**src/rtl/fpga_host_nbf_sipo.sv**
```systemverilog
// Receive-side deserializer: gathers UART bytes (LSB first) into NBF packets,
// double-buffered behind a valid/ready output, with framing/timeout recovery.
module fpga_host_nbf_sipo #(
  parameter int unsigned nbf_opcode_width_p = 8,
  parameter int unsigned nbf_addr_width_p   = 40,
  parameter int unsigned nbf_data_width_p   = 64,
  parameter int unsigned timeout_clks_p     = 20000
) (
  input  logic                                                           clk,
  input  logic                                                           reset,
  input  logic                                                           rx_v_i,
  input  logic [7:0]                                                     rx_i,
  input  logic                                                           rx_error_i,
  output logic [nbf_opcode_width_p+nbf_addr_width_p+nbf_data_width_p-1:0] nbf_o,
  output logic                                                           nbf_v_o,
  input  logic                                                           nbf_ready_and_i,
  output logic                                                           frame_error_o,
  output logic                                                           timeout_o,
  output logic                                                           overflow_o,
  output logic [3:0]                                                     byte_count_o
);

  localparam int unsigned nbf_width_lp = nbf_opcode_width_p + nbf_addr_width_p + nbf_data_width_p;
  localparam int unsigned nbf_bytes_lp = nbf_width_lp / 8;
  localparam int unsigned cnt_w_lp     = 4;
  localparam int unsigned tmo_w_lp     = $clog2(timeout_clks_p + 1);

  localparam logic [cnt_w_lp-1:0] last_byte_lp = cnt_w_lp'(nbf_bytes_lp - 1);
  localparam logic [tmo_w_lp-1:0] tmo_limit_lp = tmo_w_lp'(timeout_clks_p);

  localparam logic [1:0] e_idle    = 2'd0;
  localparam logic [1:0] e_collect = 2'd1;
  localparam logic [1:0] e_stall   = 2'd2;

  logic [1:0]                         state_q, state_d;
  logic [cnt_w_lp-1:0]                count_q, count_d;
  logic [tmo_w_lp-1:0]                tmo_q, tmo_d;
  logic [nbf_bytes_lp-1:0][7:0]       asm_q, asm_d;
  logic [nbf_width_lp-1:0]            out_q, out_d;
  logic                               out_v_q, out_v_d;
  logic                               frame_error_q, frame_error_d;
  logic                               timeout_q, timeout_d;
  logic                               overflow_q, overflow_d;
  logic                               slot_free;

  // Next-state, lane writes, output-slot handoff and error pulses.
  always_comb begin
    state_d       = state_q;
    count_d       = count_q;
    tmo_d         = tmo_q;
    asm_d         = asm_q;
    out_d         = out_q;
    out_v_d       = out_v_q;
    frame_error_d = 1'b0;
    timeout_d     = 1'b0;
    overflow_d    = 1'b0;
    slot_free     = !out_v_q || nbf_ready_and_i;

    if (out_v_q && nbf_ready_and_i) begin
      out_v_d = 1'b0;
    end

    case (state_q)
      e_idle: begin
        if (rx_v_i) begin
          asm_d[0] = rx_i;
          count_d  = cnt_w_lp'(1);
          tmo_d    = '0;
          state_d  = e_collect;
        end
      end

      e_collect: begin
        // An error in the same cycle as a byte wins; the byte is dropped.
        if (rx_error_i) begin
          frame_error_d = 1'b1;
          count_d       = '0;
          tmo_d         = '0;
          state_d       = e_idle;
        end else if (rx_v_i) begin
          asm_d[count_q] = rx_i;
          tmo_d          = '0;
          count_d        = count_q + cnt_w_lp'(1);
          if (count_q == last_byte_lp) begin
            if (slot_free) begin
              out_d   = asm_d;
              out_v_d = 1'b1;
              count_d = '0;
              state_d = e_idle;
            end else begin
              state_d = e_stall;
            end
          end
        end else begin
          tmo_d = tmo_q + tmo_w_lp'(1);
          if (tmo_d == tmo_limit_lp) begin
            timeout_d = 1'b1;
            count_d   = '0;
            tmo_d     = '0;
            state_d   = e_idle;
          end
        end
      end

      e_stall: begin
        if (rx_v_i) begin
          overflow_d = 1'b1;
        end
        if (slot_free) begin
          out_d   = asm_q;
          out_v_d = 1'b1;
          count_d = '0;
          state_d = e_idle;
        end
      end

      default: begin
        state_d = e_idle;
        count_d = '0;
        tmo_d   = '0;
      end
    endcase
  end

  // State and buffer registers.
  always_ff @(posedge clk or negedge reset) begin
    if (!reset) begin
      state_q       <= e_idle;
      count_q       <= '0;
      tmo_q         <= '0;
      asm_q         <= '0;
      out_q         <= '0;
      out_v_q       <= 1'b0;
      frame_error_q <= 1'b0;
      timeout_q     <= 1'b0;
      overflow_q    <= 1'b0;
    end else begin
      state_q       <= state_d;
      count_q       <= count_d;
      tmo_q         <= tmo_d;
      asm_q         <= asm_d;
      out_q         <= out_d;
      out_v_q       <= out_v_d;
      frame_error_q <= frame_error_d;
      timeout_q     <= timeout_d;
      overflow_q    <= overflow_d;
    end
  end

  assign nbf_o         = out_q;
  assign nbf_v_o       = out_v_q;
  assign frame_error_o = frame_error_q;
  assign timeout_o     = timeout_q;
  assign overflow_o    = overflow_q;
  assign byte_count_o  = count_q;

endmodule

```
**config.mk**
```make
export PLATFORM = sky130hd
export DESIGN_NAME = fpga_host_nbf_sipo
export DESIGN_NICKNAME = d
export VERILOG_FILES = /design/src/rtl/fpga_host_nbf_sipo.sv
export SDC_FILE = /design/constraint.sdc
export NUM_CORES = 1
export LEC_CHECK = 0
export ABC_CLOCK_PERIOD_IN_PS = 3900
export CAP_MARGIN = 15
export CELL_PAD_IN_SITES_DETAIL_PLACEMENT = 1
export CELL_PAD_IN_SITES_GLOBAL_PLACEMENT = 1
export CORE_MARGIN = 8
export CORE_UTILIZATION = 48
export DETAILED_ROUTE_END_ITERATION = 10
export PLACE_DENSITY_LB_ADDON = 0.1
export SYNTH_ARGS = -nofsm -noshare
export SYNTH_HDL_FRONTEND = slang
export SYNTH_SLANG_ARGS = --single-unit
```
**constraint.sdc**
```tcl
create_clock -name clk -period 3.9 [get_ports clk]
set_clock_uncertainty 0.05 [all_clocks]
set_input_delay 1.17 -clock clk [delete_from_list [all_inputs] [get_ports clk]]
set_output_delay 1.17 -clock clk [all_outputs]
set_load 0.03 [all_outputs]
```
==> key figures <==
Synthesis
  – Sequential-to-total area share from yosys stat: 56.0%
  – Yosys cell types: 55
  – Post-synthesis cell area: approximately 11,000 um^2
  – Synth Instances: between 900 and 1,000
  – Mean Syn Cell Area: between 10 and 15 um^2
  – Mux contribution to synthesized area: 21.7%
  – Synth area leader: dfrtp_1
  – Ys async rst share: between 90% and 100%
  – Top cell type's share of synthesized area: roughly 56%
  – EDFF count, synth: 0
  – Area contributors post-synth: dfrtp_1 56%, mux2_2 11%, mux2i_1 10%
  – Synthesized Nets: about 980
  – Dominant synthesized flop cell: dfrtp_1
  – Number of synthesized register bits: roughly 250
  – Compound-Gate Fraction of Synth Area: 7.87%
  – Main combinational cell family by area after synthesis: multiplexers
  – Warnings, synthesis: 0
  – Adder-cell share of the synthesized area: 0.899%
  – Post-synthesis simple-gate area fraction: between 10% and 20%
  – Xor and xnor area share after synthesis: less than 1%

Clock network
  – CTS tree: built
  – Longest Clk Path Bufs: 3
  – Root buf cell: clkbuf_16
  – Clock slew at reported path FFs: roughly 0.060 ns
  – # hold bufs at CTS: 0
  – H-tree levels: 1
  – Setup repair bufs after CTS: 0
  – CTS resizes: 0
  – TritonCTS buffer count: 27
  – Clk sinks: 249
  – Later-pin clock latency in the skew report: 0.54 ns

Final layout
  – Layout Utilization: between 50% and 60%
  – Layout cells sized above 1: 17.7%
  – Footprint of the multi-input gates: ~4500 um^2
  – Most frequent cells in the layout: 249 x dfrtp_1, 142 x nand2_1, 131 x clkdlybuf4s50_1
  – Commonest non-fill, non-tap cell in the layout: dfrtp_1
  – Reg area: around 6200 um^2
  – Post-route cell area: 13,600 um^2
  – Final nets: between 1,000 and 1,500
  – Ant. Diodes: 0
  – Layout area overhead: 21.9%
  – Fillers: 2,340

Power
  – Part of the power in registers: a little under half
  – Sw Share: 26.3%
  – P_leak: 6.03 nW
  – Peak VDD IR: a little under 300 uV
  – Pwr dens: about 460 nW/um^2
  – Clock power share: approximately two fifths
  – Cell-internal power: between 4 and 5 mW
  – Psw: 1.65 mW
  – Gate power share: between 10% and 20%

Floorplan
  – Die height: ~170 um
  – Die Width: roughly 170 um
  – Floorplan row count: 55
  – Die ar.: 28,300 um^2
  – Core area: 22,700 um^2
  – Initial core utilization: 49.0%
  – Number of I/O pins: approximately 130

Timing
  – Slew @ Worst Pin: 1.06 ns
  – Final setup vio count: 0
  – Final hold slack: about 0.43 ns
  – Max-slew violations: 0
  – Setup tns final: 0 ns
  – Rel. slew slack: ~29%
  – Period utilisation layout: between 80% and 90%
  – Final worst path period need: roughly 3.2 ns
  – Final hold vios: 0
  – Max Fclk: between 0.3 and 0.4 GHz
  – Final WS setup: 0.686 ns
  – RSZ-0062 raised after global routing: false

Drt
  – Antenna viol nets, final: 0
  – Via count: 7,703
  – Vias/cell: 5.59
  – Wirelength per Cell: a little over 20 um
  – TritonRoute pass-1 iters: 4
  – Remaining DRCs: 0
  – Drt total wl: 28,500 um
  – Detailed Route Iter0 Violations: approximately 500

Placed design
  – Dpl ws: ~0.5 ns
  – Final GP Congestion: approximately 0.81
  – Placed instance area: between 10,000 and 15,000 um^2
  – Final HPWL DP: around 19,000 um
  – Port Buffers: about 130

Critical path
  – Worst path max stage delay: between 0.7 and 0.8 ns
  – CP max stage cell: clkdlybuf4s50_1
  – WP data arrival: about 2.0 ns
  – Setup crit start kind: flop
  – CP required: approximately 2.7 ns
  – CP Capture Type: output port
  – CP delay by family, top: buffers and inverters
  – Crit Path Max Fanout: 14
  – Crit path buffers/inverters: 1
  – Critical path type: reg2out
  – CP cell instances: clkdlybuf4s50_1

GRT
  – Vias in the first global route: 8,583
  – First-pass GRT wire length: around 47,000 um
  – Largest net degree at the start of global routing: 115
  – Gr usage total: about 20%
  – Grt ovf: 0
  – Initial antenna violation count: 0

Run status
  – Status: finished, final reports clean

Run
  – Max-Cap Viols: 0

Worst hold path
  – Worst hold path class: reg2reg
-- worst paths after layout --
| check | start | end | slack (ns) | cells past startpoint |
|---|---|---|---|---|
| setup reg to reg | tmo_q[0] | byte_count_o[2] | 1.15 | 7 |
| hold / removal | nbf_o[110] | nbf_o[110] | 0.43 | 2 |
| setup / recovery | byte_count_o[2] | byte_count_o[2] | 0.69 | 1 |
| min in group asynchronous | reset | tmo_q[6] | 0.60 | 1 |
| max in group asynchronous | reset | nbf_o[98] | 2.33 | 2 |
| hold reg to reg | nbf_o[110] | nbf_o[110] | 0.43 | 2 |
-- per-stage QoR --
step	cells	total power, mW
after floorplan	958	3.46
after global placement	1330	3.74
after detailed placement	1330	3.78
after CTS	1378	6.35
after global routing	1378	6.53
final	1378	6.27
-- flip-flops by register name (all words and copies together), names as in the netlist --
name and flops:
asm_q 112, nbf_o 112, tmo_q 15, byte_count_o 4, state_q 2, frame_error_o 1, nbf_v_o 1, overflow_o 1
timeout_o 1
-- routing by layer --
metal  up-vias  global-route usage (%)  wire, um
met5         -                       0         0
met3        39                    3.27      1010
met1      3954                    26.8     13000
met2       127                    35.0     14000
met4         0                    4.23       481
li1       3583                       -         -
-- worst min-delay path: stages (launching register included) --
cell,delay (ns)
dfrtp_1,0.34
nand2_1,0.04
o21ai_0,0.06
-- power groups by stage --
stage / registers [mW] / logic [mW] / clock network, mW
3_5_place_dp: 2.91 / 0.872 / 0
4_1_cts: 2.86 / 0.888 / 2.60
5_1_grt: 2.88 / 0.958 / 2.69
3_3_place_gp: 2.89 / 0.853 / 0
2_1_floorplan: 2.89 / 0.571 / 0
6_report: 2.86 / 0.872 / 2.53
-- cells in the mapped netlist (9+ instances only) --
cell        n
nand4_1    11
nand3_1    17
nand2_1   142
clkbuf_1   36
buf_6       9
mux2i_1   113
nand2b_1    9
buf_1      10
dfrtp_1   249
mux2_2    113
o21ai_0   128
nor2_1     23
-- cell type report --
cell class / count / share of cell area [%]
Clock buffer: 38 / 5.58
Clock inverter: 10 / 0.894
Inverter: 8 / 0.221
Multi-Input combinational cell: 634 / 33.4
Sequential cell: 249 / 45.9
Tap cell: 285 / 2.63
Timing Repair Buffer: 154 / 11.4
-- cells by family (layout without fill, tap and decap cells) --
logic type | count (synthesis) | after routing
adders and majority gates | 8 | 8
AOI/OAI and AO/OA | 159 | 159
and+or+nand+nor | 239 | 239
xor gates and xnor gates | 1 | 1
buffers and inverters | 75 | 210
muxes | 227 | 227
DFF | 249 | 249
No activity file was read; power rests on OpenSTA's default activity.
